File: config.mk
export PLATFORM = sky130hd
export DESIGN_NAME = crc32_hash_fold
export DESIGN_NICKNAME = d
export VERILOG_FILES = /design/src/rtl/crc32_hash_fold.sv
export SDC_FILE = /design/constraint.sdc
export NUM_CORES = 1
export LEC_CHECK = 0
export ABC_AREA = 1
export BUFFER_PORTS_ARGS = -buffer_cell sky130_fd_sc_hd__buf_4
export CORE_AREA = 5 5 150 152
export CTS_CLUSTER_SIZE = 10
export DETAILED_ROUTE_END_ITERATION = 8
export DIE_AREA = 0 0 155 157
export GPL_TIMING_DRIVEN = 0
export PLACE_DENSITY = 0.78
export SYNTH_ARGS = -nofsm -noshare
export SYNTH_HDL_FRONTEND = slang
export SYNTH_SLANG_ARGS = --single-unit
export TNS_END_PERCENT = 10
File: constraint.sdc
create_clock -name clk -period 2.2 [get_ports clk]
set_clock_uncertainty 0.15 [all_clocks]
set_input_delay 0.11 -clock clk [delete_from_list [all_inputs] [get_ports clk]]
set_output_delay 0.11 -clock clk [all_outputs]
set_load 0.01 [all_outputs]
File: src/rtl/crc32_hash_fold.sv
// crc32_hash_fold
//   Folds a KW-bit key into NB independent CRC-32 hashes (poly 0x04C11DB7,
//   non-reflected, no final XOR), CW key bits per cycle, MSB chunk first.
//   Bank b starts from SEED rotated left by b, so every bank gives a
//   different hash of the same key.
//
//   Optional feature: define CRC32_HASH_FOLD_CRC_OUT_EN to add out_crc,
//   which carries the full 32-bit CRC of every bank.
//
// Ports
//   clk, rst_n        clock, async active-low reset
//   clear             synchronous abort back to IDLE (beats in_valid/out_ready)
//   in_valid/in_ready key handshake, in_ready high only in IDLE
//   in_key[KW]        key, captured on acceptance
//   out_valid/out_ready result handshake, out_valid high only in HOLD
//   out_hash[NB*HW]   bank b hash at [b*HW +: HW]
//   out_crc[NB*32]    (optional) bank b CRC at [b*32 +: 32]

// One bank's CW-bit fold: CW serial CRC steps unrolled into combinational logic.
module crc32_hash_fold_lane #(
  parameter int CW = 16
) (
  input  logic [31:0]   i_crc,
  input  logic [CW-1:0] i_chunk,
  output logic [31:0]   o_crc
);
  localparam logic [31:0] POLY = 32'h04C11DB7;

  always_comb begin
    logic [31:0] c;
    logic        fb;
    c  = i_crc;
    fb = 1'b0;
    for (int i = CW-1; i >= 0; i--) begin
      fb = c[31] ^ i_chunk[i];
      c  = {c[30:0], 1'b0} ^ (fb ? POLY : 32'h0);
    end
    o_crc = c;
  end
endmodule

module crc32_hash_fold #(
  parameter int          KW   = 64,
  parameter int          CW   = 16,
  parameter int          HW   = 5,
  parameter int          NB   = 2,
  parameter int          HIGH = 0,
  parameter logic [31:0] SEED = 32'h5AD795AD
) (
  input  logic               clk,
  input  logic               rst_n,
  input  logic               clear,
  input  logic               in_valid,
  input  logic [KW-1:0]      in_key,
  output logic               in_ready,
  output logic               out_valid,
  input  logic               out_ready,
  output logic [NB*HW-1:0]   out_hash
`ifdef CRC32_HASH_FOLD_CRC_OUT_EN
  ,
  output logic [NB*32-1:0]   out_crc
`endif
);
  localparam int NCH  = KW / CW;
  localparam int CNTW = $clog2(NCH) + 1;
  localparam logic [CNTW-1:0] LAST = CNTW'(NCH - 1);

  typedef enum logic [1:0] {S_IDLE, S_CALC, S_HOLD} state_t;

  function automatic logic [31:0] rotl(input logic [31:0] x, input int b);
    logic [63:0] t;
    t = {x, x} << b;
    return t[63:32];
  endfunction

  state_t                r_state, w_next;
  logic                  w_load, w_step;
  logic [KW-1:0]         r_key;
  logic [CNTW-1:0]       r_cnt;
  logic [NB-1:0][31:0]   r_crc;
  logic [NB-1:0][31:0]   w_fold;
  logic [CW-1:0]         w_chunk;

  // The key register shifts left as chunks are consumed, so the next chunk
  // is always the top CW bits.
  assign w_chunk = r_key[KW-1 -: CW];

  always_ff @(posedge clk or negedge rst_n) begin
    if (!rst_n) r_state <= S_IDLE;
    else        r_state <= w_next;
  end

  always_comb begin
    w_next    = r_state;
    w_load    = 1'b0;
    w_step    = 1'b0;
    in_ready  = 1'b0;
    out_valid = 1'b0;
    case (r_state)
      S_IDLE: begin
        in_ready = 1'b1;
        if (in_valid) begin
          w_next = S_CALC;
          w_load = 1'b1;
        end
      end
      S_CALC: begin
        w_step = 1'b1;
        if (r_cnt == LAST) w_next = S_HOLD;
      end
      S_HOLD: begin
        out_valid = 1'b1;
        if (out_ready) w_next = S_IDLE;
      end
      default: w_next = S_IDLE;
    endcase
    // Abort wins over any handshake in the same cycle; nothing is captured.
    if (clear) begin
      w_next = S_IDLE;
      w_load = 1'b0;
      w_step = 1'b0;
    end
  end

  // Counter is one bit wider than needed for NCH-1 so the final increment
  // lands on NCH instead of wrapping to 0.
  always_ff @(posedge clk or negedge rst_n) begin
    if (!rst_n) begin
      r_key <= '0;
      r_cnt <= '0;
      r_crc <= '0;
    end else if (w_load) begin
      r_key <= in_key;
      r_cnt <= '0;
      for (int b = 0; b < NB; b++) r_crc[b] <= rotl(SEED, b);
    end else if (w_step) begin
      r_key <= r_key << CW;
      r_cnt <= r_cnt + CNTW'(1);
      r_crc <= w_fold;
    end
  end

  for (genvar b = 0; b < NB; b++) begin : g_bank
    crc32_hash_fold_lane #(.CW(CW)) u_lane (
      .i_crc   (r_crc[b]),
      .i_chunk (w_chunk),
      .o_crc   (w_fold[b])
    );
    if (HIGH != 0) begin : g_hi
      assign out_hash[b*HW +: HW] = r_crc[b][31 -: HW];
    end else begin : g_lo
      assign out_hash[b*HW +: HW] = r_crc[b][HW-1:0];
    end
  end

`ifdef CRC32_HASH_FOLD_CRC_OUT_EN
  // CRC registers only move in CALC, so they are stable through HOLD.
  assign out_crc = r_crc;
`endif

endmodule
Word-level counts from Yosys, hierarchy flattened
Cells that the tools add are included.
{"block": "word_totals", "elab_cells": 129, "inputBits": 69, "register_bits": 133, "output_inout_bits": 12}
{"block": "classes", "add_sub_neg": 1, "bitwise_logic": 64, "eq_ne": 6, "muxes": 50, "reduce_logical": 3}
{"op": "32-bit XOR", "n": 32}
{"op": "27-bit two-way mux", "n": 32}
{"op": "64-bit two-way mux", "n": 4}
{"op": "1-bit XOR", "n": 32}
{"op": "3-bit != test, second input constant", "n": 3}
{"op": "2-bit two-way mux", "n": 4}
{"op": "1-bit two-way mux", "n": 7}
{"op": "3-bit two-way mux", "n": 2}
{"op": "2-bit one-hot mux with 3 select lines", "n": 1}
{"op": "3-bit by 1-bit adder with 3-bit output, second input constant", "n": 1}
{"op": "3-bit by 2-bit == test with 1-bit output, second input constant", "n": 1}
{"op": "3-bit AND reduction", "n": 1}
{"op": "2-bit by 1-bit == test with 1-bit output, second input constant", "n": 1}
{"op": "2-bit == test, second input constant", "n": 1}
{"op": "2-bit zero test", "n": 1}
{"op": "2-bit nonzero test", "n": 1}

Logic depth before layout (Yosys ltp)
Gate-level depths: netlist of the first run.
{"block": "logic_depth", "ltp_word": 50, "mapped_depth": 18, "mapped_depth_nobuf": 18}

By module
A second synthesis of the first run with hierarchy kept.
{"block": "unflattened", "cells_unflattened": 1423, "hier_area_um2": 10291.1}
{"module": "crc32_hash_fold", "area_each_um2": 5889.4, "instances": 1, "cells_each": 667, "seq_area_each_um2": 3328.2}
{"module": "crc32_hash_fold_lane", "area_each_um2": 2200.9, "instances": 2, "cells_each": 378, "seq_area_each_um2": 0.0}

Worst setup path before layout of the first run
No wires, ideal clock.
{"block": "synth_timing", "kind": "reg2reg", "startpoint": "register r_key[63]", "endpoint": "register r_crc[5] (netlist bit)", "setup_slack_ns": 0.256, "t_arrival_ns": 1.681, "stages_incl_launch_ff": 17, "synth_period_minus_slack_ns": 1.944, "setup_ns": 0.113, "required_ns": 1.937, "n_path_buf": 0, "cell_sequence": "dfrtp_1 -> inv_2 -> nand2_1 -> nand2_2 -> nand2_1 -> nand2_2 -> nand2_1 -> nand2_2 -> nand3_4 -> nand2_8 -> nand2_1 -> nand2_1 -> inv_1 -> nand2_1 -> nand3_1 -> nand2_1 -> inv_1"}
{"block": "synth_between", "elab_chain_len": 24, "word_cells_on_any_way": 30, "cone_classes": "mux (8); bitwise (22)"}
{"item": "start: declaration", "line_no": "78", "source": "logic [KW-1:0] r_key;"}
{"item": "start signal: assignment", "line_no": "133", "source": "r_key <= in_key;"}
{"item": "start signal: assignment", "line_no": "137", "source": "r_key <= r_key << CW;"}
{"item": "1-bit XOR (*)", "line_no": "35", "source": "fb = c[31] ^ i_chunk[i];"}
{"item": "27-bit two-way mux (*)", "line_no": "36", "source": "c = {c[30:0], 1'b0} ^ (fb ? POLY : 32'h0);"}
{"item": "32-bit XOR (*) (6 in series)", "line_no": "36"}
{"item": "1-bit XOR or 32-bit XOR (tied branches)", "line_no": "35, 36"}
{"item": "27-bit two-way mux or 32-bit XOR (tied branches)", "line_no": "36"}
{"item": "32-bit XOR (*) (6 in series)", "line_no": "36"}
{"item": "1-bit XOR or 32-bit XOR (tied branches)", "line_no": "35, 36"}
{"item": "27-bit two-way mux or 32-bit XOR (tied branches)", "line_no": "36"}
{"item": "32-bit XOR (*) (4 in series)", "line_no": "36"}
{"item": "64-bit two-way mux (*)", "line_no": "136", "source": "end else if (w_step) begin"}
{"item": "64-bit two-way mux (*)", "line_no": "132", "source": "end else if (w_load) begin"}
{"item": "end signal: assignment", "line_no": "139", "source": "r_crc <= w_fold;"}
{"item": "end: declaration", "line_no": "80", "source": "logic [NB-1:0][31:0] r_crc;"}
Mark *: on every way between the ends. The rest lies on a longest branch, timed or not. The select of a mux whose other input is x is not followed.
A chain may end at the register's enable or synchronous reset.

Worst setup path in the final report of the first run
{"block": "layout_timing", "startpoint": "register r_key[63]", "endpoint": "register r_crc[52] (netlist bit)"}
{"block": "layout_between", "elab_chain_len": 22}
{"item": "1-bit XOR (*)", "line_no": "35"}
{"item": "27-bit two-way mux (*)", "line_no": "36"}
{"item": "32-bit XOR (*) (6 in series)", "line_no": "36"}
{"item": "1-bit XOR", "line_no": "35"}
{"item": "27-bit two-way mux", "line_no": "36"}
{"item": "32-bit XOR (*) (10 in series)", "line_no": "36"}
{"item": "64-bit two-way mux (*)", "line_no": "136"}
{"item": "64-bit two-way mux (*)", "line_no": "132"}
Marked as above.

==> impl_metrics.tcl, run 1 <==
set metrics [dict create \
    start_util 0.493 \
    tightest_slew_ns 0.696 \
    layout_common_cells "495 x nand2_1, 193 x buf_4, 150 x inv_1, 123 x nand2_2, 121 x dfrtp_1" \
    clk_path_buf_depth 2 \
    numPortBuffers 80 \
    postRouteAntennaNets 0 \
    synth-async-reset-ratio 1.00 \
    grt_pass1_vias 10866 \
    critPathArrivalTime_ns 2.53 \
    crit_cells 13 \
    cp_slowest_stage_delay_ns 0.45 \
    met3_length_mm 3.86 \
    dieArea_um2 24300 \
    met1_length_mm 14.8 \
    root_buffer "clkbuf_16" \
    drc 0 \
    synthesis.area_um2 10300 \
    drt_first_pass_iters 6 \
    violations "hold timing, setup timing" \
    wl_mm 40.9 \
    holdWs_ns -0.00910 \
    pre_cts_ws_ns -0.418 \
    num_rows 53 \
    drt_iter0_markers 1361 \
    fin_ws_ns -0.171 \
    met2_length_mm 19.1 \
    cp.required_ns 2.36 \
    grt_max_degree 96 \
    path_cells "inv_4, nand2_1, nand2_4, nand3_4, nand2_4, nand2_1, nand2_1, nand2_1, nand2_2, xor2_2, a21oi_1, o21ai_0, nand2_1" \
    yosysWarningCount 0 \
    hpwl_mm 25.2 \
    gp_congestion 1.02 \
    max_freq_ghz 0.422 \
    status "finished with violations" \
    setup_viol 43 \
    worstSetupEndpointType "flip-flop" \
    slew_violations 0 \
    reg2reg_depth 13 \
    synthesis.nets 1571 \
    synth_flop_cell "dfrtp_1" \
    seq_area_frac_synth 0.323 \
    grt_pass1_wl_mm 57.9 \
    wl_per_cell_um 19.7 \
    track_usage 0.304 \
    via_count 11860 \
    die_h_um 157 \
    clk_pin_slew_worst_paths_ns 0.07 \
    drive_above_1_share 0.339 \
    crit_type "flip-flop to flip-flop" \
    cts_tree "yes" \
    fin_crit_sh 1.08 \
    syn_avg_cell_area_um2 6.86 \
    antenna_found_initial 0 \
    h-tree-depth 4 \
    dr.max_layer_used "met4" \
    hold_viol 4 \
    synth_edf_count 0 \
    netlist_instances 1500 \
    worst-path-buf-inv 1 \
    cp_top_family "simple AND/OR/NAND/NOR gates" \
    utilization 0.706 \
    pin_count 81 \
    ys_ff_latch 133 \
    clk_latency_ns 0.45 \
    rsz0062_at_grt "yes" \
    numCtsBuffers 17 \
    slowest_stage "dfrtp_2" \
    syn_to_final_growth_pct 43.2 \
    hold_class "input port to async pin" \
    layout.nets 1854 \
    yosysUniqueCellTypes 40 \
    coreArea_um2 20900 \
    crit_path_frequent_cell "nand2_1" \
    max-cap-violations 0 \
    layout_commonest_cell "nand2_1" \
    cts.sinks 133 \
    grt_overflow 0 \
    die_w_um 155 \
    setup_tns_ns -2.50 \
    layout_min_cycle_time_ns 2.37 \
    slew_headroom 0.536 \
    via_per_inst 5.73 \
    worstSetupStartpointType "flip-flop" \
    worstPathMaxFanout 6 \
    diodes 0 \
]
## kinds of logic (layout without fill, tap and decap cells)
group	count (synthesis)	count (layout)	synth area share
adders and majority gates	2	2	0.00243
buffers and inverters	233	527	0.0911
DFF	133	133	0.323
xor gates and xnor gates	117	117	0.105
AOI/OAI and AO/OA	121	121	0.0785
and+or+nand+nor	894	896	0.399
## sequential cells by signal, indices dropped and copies added, names as in the netlist
name,count
r_key,64
r_crc,54
out_hash,10
r_cnt,3
r_state,2
## through the flow
stage               instances  cell area [um2]
finish                   2071            14700
global route             2071            14700
CTS                      2011            13400
detailed placement       1856            11300
global placement         1855            11200
floorplan                1500            10300
## repair_timing
action	4_1_cts	5_1_grt
hold buffers	68	0
gates resized for setup	92	231
gates cloned	2	0
setup endpoints to repair	122	91
buffers inserted	53	60
endpoints found under the hold margin	199	0
pin swaps	42	88
## final timing paths
path	to	slack (ns)	from
worst max-delay path	r_crc[52]$_DFFE_PN0P_	-0.17	r_key[63]$_DFFE_PN0P_
worst min-delay path	r_crc[38]$_DFFE_PN0P_	-0.009	rst_n
worst max register to register	r_crc[52]$_DFFE_PN0P_	-0.17	r_key[63]$_DFFE_PN0P_
worst min register to register	r_cnt[1]$_DFFE_PN0P_	0.36	r_cnt[1]$_DFFE_PN0P_
max in group asynchronous	r_key[58]$_DFFE_PN0P_	1.06	rst_n
min in group clk	r_key[29]$_DFFE_PN0P_	0.26	in_key[29]
## Yosys cell counts, drive strengths merged (2+ instances only)
cell,instances,share of area
inv,190,0.071
ha,2,0.0024
nand3,141,0.075
nand2,708,0.30
o221ai,44,0.037
a22oi,2,0.0015
o211ai,5,0.0036
nand4,2,0.0012
clkbuf,25,0.0091
o21ai,42,0.020
dfrtp,133,0.32
nand3b,4,0.0029
nor2,25,0.012
or2,11,0.0067
a21oi,14,0.0068
xnor2,20,0.018
o22ai,12,0.0073
buf,18,0.011
xor2,97,0.088
## per-layer routing
metal / vias up / track usage
met5: - / 0
met4: 0 / 0.172
met3: 252 / 0.0660
met2: 803 / 0.506
met1: 5550 / 0.367
li1: 5255 / -
## cell type report
cell class                      count  area (um2)
Fill cell                        1479        6150
Timing Repair Buffer              262        2250
Inverter                          190         771
Multi-Input combinational cell   1136        7160
Buffer                             43         240
Clock buffer                       17         425
Clock inverter                     15         205
Sequential cell                   133        3340
Tap cell                          275         344
Power of run 1 is not shown: default switching activity piles up to over one toggle a cycle in this logic, so the estimate is an artifact.
==> inputs of run 2 (changes only) <==
--- a/config.mk
+++ b/config.mk
@@ -8,3 +8,3 @@
 export ABC_AREA = 1
-export BUFFER_PORTS_ARGS = -buffer_cell sky130_fd_sc_hd__buf_4
+export BUFFER_PORTS_ARGS = -buffer_cell sky130_fd_sc_hd__buf_2
 export CORE_AREA = 5 5 150 152
==> constraint.sdc (replaced) <==
create_clock -name clk -period 2.2 [get_ports clk]
set_clock_uncertainty 0.15 [all_clocks]
set_input_delay 0.55 -clock clk [delete_from_list [all_inputs] [get_ports clk]]
set_output_delay 0.55 -clock clk [all_outputs]
set_load 0.01 [all_outputs]
==> run 2 against run 1 <==
  * The flow finishes with violations (setup timing)
  * First-iteration DRC count shrank 30%
  * Non-clock buffer count shrank 87
  * Core utilization fell by 6.1 points
  * Clock-buffer cell count unchanged
  * Hold slack gained 0.17 ns
  * Wire length is 10% lower
  * Sequential cell count is the same
  * Critical endpoint is now r_crc[24]$_DFFE_PN0P_
==> impl_metrics.tcl, run 2 (same netlist as run 1, synthesis figures left out) <==
set metrics [dict create \
    status "finished with violations" \
    violations "setup timing" \
    critPathArrivalTime_ns 2.44 \
    drt_iter0_markers 956 \
    layout.nets 1765 \
    fin_cells 1982 \
    fin_crit_sh 1.04 \
    wl_mm 36.7 \
    die_w_um 155 \
    diodes 0 \
    slowest_stage "dfrtp_2" \
    rsz0062_at_grt "yes" \
    path_cells "xnor2_4, nand2_1, nand2_4, inv_4, nand3_2, nand2_4, inv_6, nand2_1, nand2_2, xor2_2, o22ai_1" \
    fin_ws_ns -0.0957 \
    layout_common_cells "512 x nand2_1, 152 x inv_1, 121 x dfrtp_1, 119 x nand2_2, 111 x nand3_1" \
    r2r_slack_ns -0.1 \
    tightest_slew_ns 0.704 \
    top_register "r_key" \
    holdWs_ns 0.159 \
    numCtsBuffers 17 \
    clk_path_buf_depth 2 \
    start_util 0.493 \
    via_count 10994 \
    numPortBuffers 80 \
    reg2reg_depth 11 \
    crit_type "flip-flop to flip-flop" \
    cp_slowest_stage_delay_ns 0.49 \
    worstPathMaxFanout 8 \
    hold_class "input port to flip-flop" \
    slew_violations 0 \
    largest_register_ffs 64 \
    h-tree-depth 4 \
    hpwl_mm 25.2 \
    grt_overflow 0 \
    layout_commonest_cell "nand2_1" \
    clk_pin_slew_worst_paths_ns 0.08 \
    pin_count 81 \
    track_usage 0.286 \
    num_rows 53 \
    syn_to_final_growth_pct 31.0 \
    drive_above_1_share 0.323 \
    drc 0 \
    die_h_um 157 \
    cp.required_ns 2.34 \
    worstSetupStartpointType "flip-flop" \
    antenna_found_initial 0 \
    fill_cells 1734 \
    slew_headroom 0.531 \
    cts.sinks 133 \
    setup_viol 29 \
    max_freq_ghz 0.436 \
    worstSetupEndpointType "flip-flop" \
    dieArea_um2 24300 \
    root_buffer "clkbuf_16" \
    wl_per_cell_um 18.5 \
    max-cap-violations 0 \
    cts_tree "yes" \
    clk_latency_ns 0.45 \
    hold_depth 3 \
    grt_pass1_wl_mm 54.0 \
    gp_congestion 0.967 \
    via_per_inst 5.55 \
    postRouteAntennaNets 0 \
    grt_max_degree 97 \
    dp_cells 1856 \
    coreArea_um2 20900 \
    hold_viol 0 \
    drt_first_pass_iters 5 \
    grt_pass1_vias 9965 \
    layout_min_cycle_time_ns 2.30 \
]
-- run 2: changes by cell type in the layout (fill, tap and decap cells not counted), moves of 4 or more --
cell           previous run  this run
xor2_2                   20        16
dlygate4sd3_1            68         1
nand3_2                  32        22
inv_8                     4         8
nand2_2                 123       119
nand2_4                  84        65
nand2_1                 495       512
buf_2                     4        84
buf_4                   193        97
nand3_1                  98       111
nand2_8                   8        12
-- run 2: repair_timing --
action                     in CTS  in global routing
setup buffers                  23                 70
hold endpoints to repair       37                  0
pin swaps                      25                 73
hold buffers                    1                  0
setup endpoints to repair     119                 95
resized for setup              94                180
-- run 2: final cells by class --
cell class,count,area [um2],area share
timing repair buffer,175,1190,0.0887
tap,275,344,0.0255
sequential,133,3340,0.248
buffer,43,234,0.0174
multi-input combinational,1134,6950,0.516
clock buffer,17,425,0.0316
inverter,190,778,0.0577
clock inverter,15,206,0.0153
-- run 2: metrics by stage --
step	util	setup TNS (ns)	worst slack (ns)	cell area, um2
floorplan	-	0	0.237	10300
global placement	0.528	-251.16	-1.50	11000
detailed placement	0.530	-50.56	-0.629	11100
CTS	0.587	-0.471	-0.0528	12300
global route	0.645	-5.59	-0.168	13500
finish	0.645	-1.14	-0.0957	13500
-- run 2: critical path: cells and delay by family, from the launching register on --
kind                      cells  cell delay [ns]
and+or+nand+nor               6             0.68
xor gates and xnor gates      2             0.53
DFF                           1             0.49
buffers and inverters         2             0.18
AOI/OAI and AO/OA             1             0.11
-- run 2: layer usage --
layer,track usage,part of all wire,vias up
li1,-,-,5095
met1,0.366,0.39,5147
met2,0.467,0.47,584
met3,0.0608,0.086,168
met4,0.131,0.057,0
met5,0,0,-
-- run 2: worst paths after layout --
check | start | end
worst max-delay path | r_key[62]$_DFFE_PN0P_ | r_crc[24]$_DFFE_PN0P_
worst min-delay path | in_key[10] | r_key[10]$_DFFE_PN0P_
worst max register to register | r_key[62]$_DFFE_PN0P_ | r_crc[24]$_DFFE_PN0P_
worst min register to register | r_crc[13]$_DFFE_PN0P_ | r_crc[13]$_DFFE_PN0P_
max in group asynchronous | rst_n | r_key[58]$_DFFE_PN0P_
min in group asynchronous | rst_n | r_crc[48]$_DFFE_PN0P_
Power of run 2 is left out for the same reason.
